File: src/rtl/mem_pkg.sv
// Shared encodings for the byte-strobed memory: collision policy codes and clear FSM states.
package mem_pkg;

    // Same-address read/write policy selected by the COLLISION parameter.
    localparam int READ_FIRST  = 0;
    localparam int WRITE_FIRST = 1;

    // Clear FSM: CLEAR zero-fills the array after reset, RUN serves requests.
    typedef enum logic {
        ST_CLEAR = 1'b0,
        ST_RUN   = 1'b1
    } state_t;

endpackage

File: src/rtl/byte_lane_ram.sv
// One 8-bit byte lane: 2^DEPTH-deep array, one write port, one registered read port.
module byte_lane_ram #(
    parameter int DEPTH = 4
) (
    input  logic             CLK,
    input  logic             RST,
    input  logic             we,
    input  logic [DEPTH-1:0] waddr,
    input  logic [7:0]       wdata,
    input  logic             re,
    input  logic [DEPTH-1:0] raddr,
    output logic [7:0]       rdata
);

    localparam int WORDS = 1 << DEPTH;

    logic [7:0] mem_q [WORDS];
    logic [7:0] rdata_q, rdata_d;

    // Storage write port.
    // NOTE: the array has no reset branch; resetting memories turns RAM into flops, so zero-fill is done by the clear FSM instead.
    always_ff @(posedge CLK) begin
        if (we) begin
            // NOTE: non-blocking here makes a same-edge read see the old word, which is what read-first relies on.
            mem_q[waddr] <= wdata;
        end
    end

    // Read data register loads only on a read and otherwise holds.
    always_comb begin
        rdata_d = rdata_q;
        if (re) begin
            rdata_d = mem_q[raddr];
        end
    end

    // Read data register; reset so DOUT is zero while RST is high.
    always_ff @(posedge CLK or posedge RST) begin
        if (RST) begin
            rdata_q <= '0;
        end else begin
            rdata_q <= rdata_d;
        end
    end

    assign rdata = rdata_q;

endmodule

File: src/rtl/byte_strb_mem.sv
// Byte-strobed dual-port memory with post-reset clear, collision policy and 1- or 2-cycle read latency.
module byte_strb_mem
    import mem_pkg::*;
#(
    parameter int WIDTH        = 32,
    parameter int DEPTH        = 4,
    parameter int RD_LAT       = 1,
    parameter int COLLISION    = READ_FIRST,
    parameter int CLEAR_ON_RST = 1
) (
    input  logic               CLK,
    input  logic               RST,
    input  logic               WEN,
    input  logic [WIDTH/8-1:0] WSTRB,
    input  logic [DEPTH-1:0]   WADDR,
    input  logic [WIDTH-1:0]   DIN,
    input  logic               REN,
    input  logic [DEPTH-1:0]   RADDR,
    output logic [WIDTH-1:0]   DOUT,
    output logic               DVALID,
    output logic               BUSY
);

    localparam int               LANES     = WIDTH / 8;
    localparam logic [DEPTH-1:0] LAST_ADDR = '1;

    state_t             state_q, state_d;
    logic [DEPTH-1:0]   cnt_q, cnt_d;
    logic               busy;
    logic               wr_ok, rd_ok;

    logic [LANES-1:0]   lane_we;
    logic [DEPTH-1:0]   lane_waddr;
    logic [WIDTH-1:0]   lane_wdata;
    logic [WIDTH-1:0]   lane_rdata;

    logic [LANES-1:0]   hit_q, hit_d;
    logic [WIDTH-1:0]   fwd_q, fwd_d;
    logic               v1_q, v1_d;
    logic [WIDTH-1:0]   rd_word;

    assign busy  = (state_q == ST_CLEAR);
    assign BUSY  = busy;
    assign wr_ok = WEN & ~busy;
    assign rd_ok = REN & ~busy;

    // Clear FSM next state: walk cnt across every address, then serve requests.
    always_comb begin
        // NOTE: defaults first so every path assigns every output and no latch is inferred.
        state_d = state_q;
        cnt_d   = cnt_q;
        case (state_q)
            ST_CLEAR: begin
                cnt_d = cnt_q + 1'b1;
                if (cnt_q == LAST_ADDR) begin
                    state_d = ST_RUN;
                end
            end
            default: begin
                state_d = ST_RUN;
            end
        endcase
    end

    // Clear FSM state register; reset restarts the clear from address 0.
    always_ff @(posedge CLK or posedge RST) begin
        if (RST) begin
            state_q <= (CLEAR_ON_RST != 0) ? ST_CLEAR : ST_RUN;
            cnt_q   <= '0;
        end else begin
            state_q <= state_d;
            cnt_q   <= cnt_d;
        end
    end

    // Lane write steering: the clear owns the write port while busy.
    always_comb begin
        lane_waddr = busy ? cnt_q : WADDR;
        lane_wdata = busy ? '0 : DIN;
        for (int i = 0; i < LANES; i++) begin
            lane_we[i] = busy | (wr_ok & WSTRB[i]);
        end
    end

    for (genvar i = 0; i < LANES; i++) begin : g_lane
        byte_lane_ram #(
            .DEPTH (DEPTH)
        ) u_lane (
            .CLK   (CLK),
            .RST   (RST),
            .we    (lane_we[i]),
            .waddr (lane_waddr),
            .wdata (lane_wdata[i*8 +: 8]),
            .re    (rd_ok),
            .raddr (RADDR),
            .rdata (lane_rdata[i*8 +: 8])
        );
    end

    // Capture which lanes collide with an accepted read and the data to forward.
    always_comb begin
        hit_d = hit_q;
        fwd_d = fwd_q;
        v1_d  = rd_ok;
        if (rd_ok) begin
            hit_d = (wr_ok && (WADDR == RADDR)) ? WSTRB : '0;
            fwd_d = DIN;
        end
    end

    // First read stage: valid flag plus collision bookkeeping aligned with lane read data.
    always_ff @(posedge CLK or posedge RST) begin
        if (RST) begin
            hit_q <= '0;
            fwd_q <= '0;
            v1_q  <= 1'b0;
        end else begin
            hit_q <= hit_d;
            fwd_q <= fwd_d;
            v1_q  <= v1_d;
        end
    end

    // Collision merge: in write-first mode strobed lanes take the forwarded write data.
    always_comb begin
        rd_word = lane_rdata;
        if (COLLISION == WRITE_FIRST) begin
            for (int i = 0; i < LANES; i++) begin
                if (hit_q[i]) begin
                    rd_word[i*8 +: 8] = fwd_q[i*8 +: 8];
                end
            end
        end
    end

    if (RD_LAT == 2) begin : g_lat2
        logic [WIDTH-1:0] dout2_q, dout2_d;
        logic             dv2_q, dv2_d;

        // Second stage loads on every completed first stage, so back-to-back reads never drop.
        always_comb begin
            dout2_d = v1_q ? rd_word : dout2_q;
            dv2_d   = v1_q;
        end

        // Second stage register; reset kills any read still in flight.
        always_ff @(posedge CLK or posedge RST) begin
            if (RST) begin
                dout2_q <= '0;
                dv2_q   <= 1'b0;
            end else begin
                dout2_q <= dout2_d;
                dv2_q   <= dv2_d;
            end
        end

        assign DOUT   = dout2_q;
        assign DVALID = dv2_q;
    end else begin : g_lat1
        assign DOUT   = rd_word;
        assign DVALID = v1_q;
    end

endmodule

File: config.mk
export PLATFORM = sky130hd
export DESIGN_NAME = byte_strb_mem
export DESIGN_NICKNAME = d
export VERILOG_FILES = /design/src/rtl/mem_pkg.sv /design/src/rtl/byte_lane_ram.sv /design/src/rtl/byte_strb_mem.sv
export SDC_FILE = /design/constraint.sdc
export NUM_CORES = 1
export LEC_CHECK = 0
export ABC_AREA = 1
export ABC_CLOCK_PERIOD_IN_PS = 2590
export CAP_MARGIN = 40
export CORE_MARGIN = 3
export CORE_UTILIZATION = 55
export DETAILED_ROUTE_END_ITERATION = 10
export HOLD_SLACK_MARGIN = 0.02
export PLACE_DENSITY_LB_ADDON = 0.2
export RECOVER_POWER = 25
export SYNTH_ARGS = -nofsm -noshare
export SYNTH_HDL_FRONTEND = slang
export SYNTH_HIERARCHICAL = 1
export SYNTH_SLANG_ARGS = --single-unit
File: constraint.sdc
create_clock -name CLK -period 2.59 [get_ports CLK]
set_clock_uncertainty 0.1 [all_clocks]
set_input_delay 0.518 -clock CLK [delete_from_list [all_inputs] [get_ports CLK]]
set_output_delay 0.518 -clock CLK [all_outputs]
set_load 0.05 [all_outputs]
# --- Yosys cells after proc, flatten, opt, wreduce, memory -nomap -nowiden ---
# Memory sizes are Yosys's and may differ from the RTL's. A register that Yosys moved wholly into a read port is not among the register bits.
# Index checks and enable logic that the tools add are counted.
totals:
  regBits: 6
  latchBits: 0
  memories: 4
  mem_bits_rw: 512
  romBits: 0
  wordCells: 32
  in_bits: 48
op_classes:
  n_lt_le_gt_ge: 0
  div_mod_pow: 0
  n_mux: 12
  n_shift: 0
  bitwise_logic: 11
  mul: 0
  n_reduce_logical: 0
  n_addsub: 1
  eq_ne: 1
mem_list:
  columns: ["name", "depth", "word_bits", "read_ports", "rd_clocked_by_memory_dff", "wr", "line", "source"]
  rows:
  - ["g_lane[0].u_lane.mem_q", 16, 8, 1, 1, 1, "byte_lane_ram.sv:17", "logic [7:0] mem_q [WORDS];"]
  - ["g_lane[1].u_lane.mem_q", 16, 8, 1, 1, 1, "byte_lane_ram.sv:17", null]
  - ["g_lane[2].u_lane.mem_q", 16, 8, 1, 1, 1, "byte_lane_ram.sv:17", null]
  - ["g_lane[3].u_lane.mem_q", 16, 8, 1, 1, 1, "byte_lane_ram.sv:17", null]
op_table:
  columns: ["op", "n"]
  rows:
  - ["$mux W32", 1]
  - ["$mux W1", 10]
  - ["$and A1 B1 Y1", 6]
  - ["$add A4 B1 Y4 const B", 1]
  - ["$eq A4 B4 Y1 const B", 1]
  - ["$mux W4", 1]
  - ["$or A1 B1 Y1", 4]
  - ["$not A1 Y1", 1]

# --- Logic depth before layout (Yosys ltp) ---
logic_depth:
  ltp_word: 5
  ltp_mapped: 10
  mapped_depth_nobuf: 9

# --- By module ---
# Netlist, hierarchy kept.
by_module_without_submodules:
  columns: ["mod", "seq_area_each_um2", "cells_each", "instances", "area_per_inst_um2"]
  rows:
  - ["byte_lane_ram", 4043.9, 482, 4, 5595.4]
  - ["byte_strb_mem", 150.1, 117, 1, 668.1]

# --- Least setup slack after synthesis ---
# OpenSTA, ideal clock, no wires.
synth_timing:
  path_kind: "reg-to-reg"
  startpoint: "reg state_q"
  endpoint: "mem g_lane[0].u_lane.mem_q[12][0], enable pin"
  arrival_ps: 2052
  path_slack_ps: 68
  period_less_slack_ps: 2522
  path_buffers: 1
  t_required_ps: 2119
  setup_ps: 371
  path_stages_with_launch: 5
  cell_sequence: "dfrtp_1 buf_6 o21ai_0 nand3_1 nor2_1"
synth_rtl:
  columns: ["element", "line", "source"]
  rows:
  - ["start, declared", "byte_strb_mem.sv:27", "state_t state_q, state_d;"]
  - ["start signal, assigned", "byte_strb_mem.sv:68", "state_q <= (CLEAR_ON_RST != 0) ? ST_CLEAR : ST_RUN;"]
  - ["start signal, assigned", "byte_strb_mem.sv:71", "state_q <= state_d;"]
  - ["$mux W4", "byte_strb_mem.sv:78", "lane_waddr = busy ? cnt_q : WADDR;"]
  - ["named net lane_waddr[3]", "byte_strb_mem.sv:33", "logic [DEPTH-1:0] lane_waddr;"]
  - ["end, declared", "byte_lane_ram.sv:17", null]
# The timed path passes the listed nets, and every way through them passes these cells.

# --- Final worst setup path ---
layout_timing:
  startpoint: "reg g_lane[2].u_lane.rdata_q[3] (read register of g_lane[2].u_lane.mem_q)"
  endpoint: "out DOUT[19]"
layout_rtl:
  columns: ["element", "line", "source"]
  rows:
  - ["start, declared", "byte_lane_ram.sv:18", "logic [7:0] rdata_q, rdata_d;"]
  - ["end, declared", "byte_strb_mem.sv:19", "output logic [WIDTH-1:0] DOUT,"]
# No word-level cell between the ends.

==> run summary <==
status: complete, no violations
Hold Path Class: flop to flop
Most used DFF post-synth: edfxtp_1
fmax: 0.417 GHz
post-synthesis average cell area: 11.3 um^2
r2r setup slk: 0.38 ns
number of fill cells: 3,205
CTS tree: built
Seq/Total Area, Yosys: 70.8%
Final ANT Viol Nets: 0
Via Count: 15,357
Core Rows: 74
Post-CTS Setup Inserts: 0
worst-path cell chain: clkdlybuf4s50_1
setup TNS: 0 ns
PostCTS Resize Cnt: 0
area leader, netlist: edfxtp_1
area of the multi-input gates: 5500 um^2
grt total ovfl: 0
slowest stage cell, crit path: clkdlybuf4s50_1
Unique masters post-synth: 20
top-count cell post-synth: nand2_1
DRC violation count after routing: 0
largest net degree at the start of global routing: 65
WP data arrival: 1.78 ns
number of H-tree levels: 2
final hold vios: 0
Crit path largest cell delay: 0.81 ns
crit share post-route: 92.5%
clock root buffer master: clkbuf_16
layout cells sized above 1: 9.00%
Layout area overhead: 14.6%
worst endpoint required time: 1.97 ns
crit start category: flop
CTS max path bufs: 3
RSZ-0062 raised after global routing: false
post-synthesis cell area: 23,000 um^2
Placement Setup Slack: 0.0976 ns
fraction of registers with async set/reset: 6.91%
Wirelength per Cell: 19.6 um
Syn Nets: 2,094
synthesized instance count: 2,045
worst skew pair latency: 0.60 ns
final setup fails: 0
setup slack after layout: 0.195 ns
sequential cell area: 16,300 um^2
EDFF count, synth: 512
CTS sink cnt: 550
first-pass GRT wire length: 83,400 um
CP endpoint kind: primary output
# diodes: 0
DRT Pass-1 Iters: 6
Pwr Total: 19.8 mW
Post-synth top cells: nand2_1, edfxtp_1, nand3_1
DP HPWL: 34,200 um
worst relative slew slack: 32.0%
Crit path buffers/inverters: 1
Worst Tran Pin Value: 1.02 ns
Crit path max-delay family: buffers and inverters
worst-path maximum fanout: 2
Tmin final: 2.40 ns
Seq cells post-synth: 550
Max-Cap Viols: 0
die height: 211 um
RD Place Congestion: 0.863
buffers added on ports: 81
yosys warns: 6
Core Area: 41,100 um^2
Die ar.: 44,400 um^2
Synth top area share: 66.7%
VDD IR max: 0.563 mV
PD cells: 749 nW/um^2
GRT Total Usage: 24.6%
Slew Viols, Final: 0
DR iter-0 viols: 1,665
vias in the first global route: 14,785
die width: 211 um
drt total wl: 54,400 um
critical path type: flop to primary output
TritonCTS Buffers: 55
IO Pins: 82
Post-CTS Hold Buffers: 0
initial antenna violation count: 0
Initial Util: 56.1%
Layout Nets: 2,251
top area cells in the synthesized netlist: edfxtp_1, nand2_1, nand3_1
Clk pin slew, worst setup/hold paths: 0.06 ns
Pleak: 10.4 nW
drt via density: 5.53
[routing by layer]
metal  GRT usage, %  vias up  share of wire [%]
met3           4.01      114                8.6
met4           8.06        0                2.7
met1           34.9     7294                 42
met5              0        -                  0
met2           39.6      678                 47
li1               -     7271                  -
[final timing paths]
kind / start / end / depth (start not counted)
worst max-delay path: g_lane[2].u_lane/rdata[3] / DOUT[19] / 1
worst min-delay path: g_lane[0].u_lane/rdata[5] / g_lane[0].u_lane/rdata[5] / 2
worst max register to register: state_q / g_lane[3].u_lane/mem_q[10][7] / 7
worst min register to register: g_lane[0].u_lane/rdata[5] / g_lane[0].u_lane/rdata[5] / 2
max in group asynchronous: RST / state_q / 2
min in group asynchronous: RST / g_lane[3].u_lane/rdata[7] / 2
[metrics by stage]
step	instance area, um^2	util (%)	hold WS (ns)	cells
after floorplan	23000	-	0.209	2045
after global placement	24600	59.8	0.363	2676
after detailed placement	24600	59.8	0.366	2677
after CTS	26500	64.5	0.382	2777
after global routing	26400	64.3	0.403	2777
final	26400	64.3	0.382	2777
[power breakdown]
part / internal (mW) / switching (mW)
clock network: 5.17 / 3.21
logic: 0.455 / 1.12
registers: 9.80 / 0.0371
total: 15.4 / 4.36
[final cells by class]
| cell class | instances | share of cell area [%] |
|---|---|---|
| Clock buffer | 65 | 5.51 |
| Clock inverter | 35 | 1.74 |
| Inverter | 72 | 1.02 |
| Multi-Input combinational cell | 1318 | 20.8 |
| Sequential cell | 550 | 61.8 |
| Tap cell | 532 | 2.52 |
| Timing Repair Buffer | 205 | 6.60 |
[cells in the final DEF (no fill, tap or decap)]
cell type / n
clkinv_1: 14
ha_1: 1
nor2_1: 69
o21ai_0: 1
dfrtp_2: 1
nand2_1: 842
bufinv_16: 12
o21ai_2: 2
clkinv_2: 8
buf_12: 6
nand3b_1: 8
edfxtp_1: 512
clkdlybuf4s50_1: 76
clkbuf_1: 26
clkinvlp_4: 1
buf_6: 2
o21ai_1: 1
nand3_1: 390
clkbuf_16: 57
inv_1: 64
inv_2: 8
dlygate4sd3_1: 1
buf_2: 1
buf_4: 101
dfrtp_1: 37
xnor2_1: 1
nand2_2: 3
[registers in the layout, summed over array words and instances, names as in the netlist]
register	count
DVALID	1
cnt_q	4
g_lane.u_lane/mem_q	512
g_lane.u_lane/rdata	32
state_q	1
[cell families (layout without fill, tap and decap cells)]
group           after synthesis  after routing  share of synthesized area, %
flops                       550            550                          70.8
compound gates                4              4                         0.119
simple gates               1312           1312                          23.7
xor+xnor                      1              1                        0.0380
fa+ha+maj                     1              1                        0.0543
buf+inv                     177            377                          5.28
Note: power is estimated with default switching activity, not from simulation.
==> variant 1 (same settings) <==
`DEPTH` is set to 4 in 2 places; all go to 2.
--- a/src/rtl/byte_lane_ram.sv
+++ b/src/rtl/byte_lane_ram.sv
@@ -2,3 +2,3 @@
 module byte_lane_ram #(
-    parameter int DEPTH = 4
+    parameter int DEPTH = 2
 ) (
--- a/src/rtl/byte_strb_mem.sv
+++ b/src/rtl/byte_strb_mem.sv
@@ -5,3 +5,3 @@
     parameter int WIDTH        = 32,
-    parameter int DEPTH        = 4,
+    parameter int DEPTH        = 2,
     parameter int RD_LAT       = 1,
Interface: changed (resized RADDR and WADDR); port bits go from 82 to 78. The function was not compared with the original's and may differ.
==> variant 1 against the original RTL <==
Critical path depth unchanged; count of clock-buffer cells in the layout down 44; combinational power down 56%; first-iteration DRC count down 77%; final area down 67%; sequential cell count down 386; wire length down 73%; area after synthesis down 68%; synthesized cell count down 62%; sequential share of layout area down 8.0 points; final cell count down 62%; fmax up 7.6%; worst setup slack better by 0.17 ns; total power down 69%.
==> variant 1: results (changes against the original RTL) <==
Final nets 911 (-60%); max reg flops 128 (-75%); clock tree buffer depth 2 (-1); actual slew at the worst max-slew pin 0.507 ns (-0.513 ns); H-tree depth 4 (+2); Filler cells 938 (-71%); vias per inst 4.76 (-14%); total iterations of the first detailed-routing run 5 (-1); fmax 449 MHz (+7.6%); CP max-delay cell clkdlybuf4s50_1; Setup WS pre-CTS 0.206 ns (+0.109 ns); crit path launch DVALID; Placed Instance Area 0.00823 mm^2 (-67%); Post-synth EDFFs 128 (-75%); P_comb 688 uW (-56%); syn nets 817 (-61%); Final Wtd Congestion 0.855 (-1.0%); vias post-DR 5004 (-67%); CP max FO 1 (-1); Post-synth top cells 304 x nand2_1, 131 x inv_1, 128 x edfxtp_1; DRT Wirelength 14800 um (-73%); delay-heaviest family, CP buffers and inverters; met1 WL 6130 um (-73%); DP HPWL 10200 um (-70%); Top Layer Used met4; IO buf count 77 (-4.9%); Flop pwr share 47.7% (-2.0 points); met3 Use GR 4.94% (+0.93 points); worst setup path endpoint DVALID; vias in the first global route 4879 (-67%); Synth cell types 17 (-15%); Synth Flop Type edfxtp_1; peak supply drop 0.367 mV (-35%); sw power 1.44 mW (-67%); share of layout cells above drive strength 1 10.0% (+1.0 points); met2 Use GR 36.1% (-3.5 points); initial drt markers 389 (-77%); GRT met1 Usage 26.4% (-8.5 points); worst reg2reg path depth 6 (-1); Hold Path Sink g_lane[0].u_lane/rdata[3]; FF-to-FF End g_lane[1].u_lane/mem_q[2][2]; first-pass GRT wire length 23600 um (-72%); placed cells 1019 (-62%); ys async rst share 22.0% (+15 points); status finished clean; Hold Startpoint g_lane[0].u_lane/rdata[3]; Seq/Total Area, Yosys 65.0% (-5.9 points); LEAKAGE 4.23 nW (-59%); Total Routing Usage GR 21.3% (-3.3 points); top cells by area, synth edfxtp_1 53%, nand2_1 16%, dfrtp_1 12%, inv_1 6.7%, nand3_1 4.4%; worst hold slack 0.382 ns (-0.000825 ns); CP arrival 1.61 ns (-0.17 ns); Skew-Pair Late Insertion Delay 0.42 ns (-0.18 ns); Met2 Routed Length 7370 um (-71%); largest net degree at the start of global routing 69 (+6.2%); Comb pwr share 11.1% (+3.1 points)
==> variant 1: changes by cell type after synthesis, sizes merged, moves of 2 or more <==
cell    change
nand2     -536
nand3b      -8
edfxtp    -384
buf        -68
clkinv     +28
nor2       -69
nor3       +16
inv        +92
dfrtp       -2
nand3     -326
o21ai       -4
clkbuf     -12
==> variant 1: logic make-up after synthesis <==
| logic type | Yosys count | share of synthesized area [%] |
|---|---|---|
| buffers and inverters | 217 | 13.2 |
| adders and majority gates | 1 | 0.171 |
| and+or+nand+nor | 390 | 21.6 |
| DFF | 164 | 65.0 |
==> variant 1: final cells by class <==
cell class | count | area (um^2) | share of cell area [%]
Inverter | 192 | 731 | 8.28
Timing Repair Buffer | 100 | 945 | 10.7
Sequential cell | 164 | 4740 | 53.8
Clock buffer | 21 | 440 | 4.99
Clock inverter | 11 | 161 | 1.83
Multi-Input combinational cell | 391 | 1590 | 18.0
Tap cell | 172 | 215 | 2.44
==> variant 2 (same flow settings) <==
Without the edit above. Register the output `DOUT`; this adds one clock of latency there. The other outputs are not delayed to match.
--- a/src/rtl/byte_strb_mem.sv
+++ b/src/rtl/byte_strb_mem.sv
@@ -25,2 +25,4 @@
     localparam logic [DEPTH-1:0] LAST_ADDR = '1;
+
+    logic [WIDTH-1:0] DOUT_d;
 
@@ -156,7 +158,11 @@
 
-        assign DOUT   = dout2_q;
+        assign DOUT_d = dout2_q;
         assign DVALID = dv2_q;
     end else begin : g_lat1
-        assign DOUT   = rd_word;
+        assign DOUT_d = rd_word;
         assign DVALID = v1_q;
+    end
+
+    always_ff @(posedge CLK) begin
+        DOUT <= DOUT_d;
     end
Check against the original RTL: same outputs for any inputs over 10 cycles, from zero or initial values and one cycle with RST high; that may be too few to reach the edited logic, so the function may still have changed.
==> variant 2 against the original RTL <==
Total power up 1.6%; via count grew 1.8%; area after synthesis is 2.6% higher; core utilization is 0.17 points lower; critical path depth increased by 2; final area increased by 2.4%; count of clock-buffer cells in the layout rose by 10; sequential cell count increased by 32; worst setup slack got worse by 0.050 ns; wire length up 0.85%; fmax is 2.0% lower; highest routed layer unchanged.
==> variant 2: results (changes against the original RTL) <==
ys async rst share 6.53% (-0.38 points); syn nets 2127 (+1.6%); CP arrival 1.83 ns (+0.05 ns); XOR/XNOR share of the synthesized area 0% (-0.038 points); LEAKAGE 10.7 nW (+2.9%); Setup WS pre-CTS -0.0690 ns (-0.167 ns); met3 Use GR 4.22% (+0.21 points); Post-synth top cells 841 x nand2_1, 512 x edfxtp_1, 389 x nand3_1; placed cells 2727 (+1.9%); DRT Wirelength 54800 um (+0.85%); Filler cells 3286 (+2.5%); GRT met1 Usage 34.8% (-0.090 points); Power Total 20.1 mW (+1.6%); peak supply drop 0.521 mV (-7.4%); Seq group 10.4 mW (+6%); CP max-delay cell dfrtp_2; met2 Use GR 39.2% (-0.40 points); CP max FO 19 (+17); vias per inst 5.53 (about the same); drt wl/cell 19.4 um (-1.0%); FF-to-FF End g_lane[0].u_lane/mem_q[12][0]; initial drt markers 1651 (-0.84%); top cells by area, synth edfxtp_1 65%, nand2_1 13%, nand3_1 8.2%, dfrtp_1 4.0%, dfxtp_1 2.7%; share of layout cells above drive strength 1 9.47% (+0.47 points); Inserted Clock Buffers 56 (+1.8%); sw power 4.49 mW (+3.0%); status finished clean; Synth Area per Inst 11.4 um^2 (+0.93%); worst hold slack 0.267 ns (-0.115 ns); Final Wtd Congestion 0.873 (+1.1%)
[variant 2: area by class of cell]
cell class / count / share of cell area (%)
Tap cell: 539 / 2.49
Inverter: 74 / 1.03
Sequential cell: 582 / 62.7
Timing Repair Buffer: 215 / 6.73
Clock inverter: 28 / 0.929
Multi-Input combinational cell: 1317 / 20.2
Clock buffer: 75 / 5.90
[variant 2: metrics by stage]
step | cell area [um^2] | setup TNS (ns) | utilization, %
finish | 27100 | 0 | 64.1
global route | 27100 | 0 | 64.1
CTS | 27100 | 0 | 64.2
detailed placement | 25300 | -1.70 | 59.9
global placement | 25300 | -0.553 | 59.9
floorplan | 23600 | 0 | -
[variant 2: worst max path at each step]
stage               slack [ns]     start                            end
floorplan                 0.06   state_q  g_lane[0].u_lane/mem_q[12][0]
global placement         -0.04  WADDR[1]   g_lane[0].u_lane/mem_q[4][1]
detailed placement       -0.07  WADDR[1]   g_lane[0].u_lane/mem_q[4][4]
CTS                       0.16    DVALID                         DVALID
global route              0.06   state_q                           BUSY
finish                    0.14   state_q                           BUSY
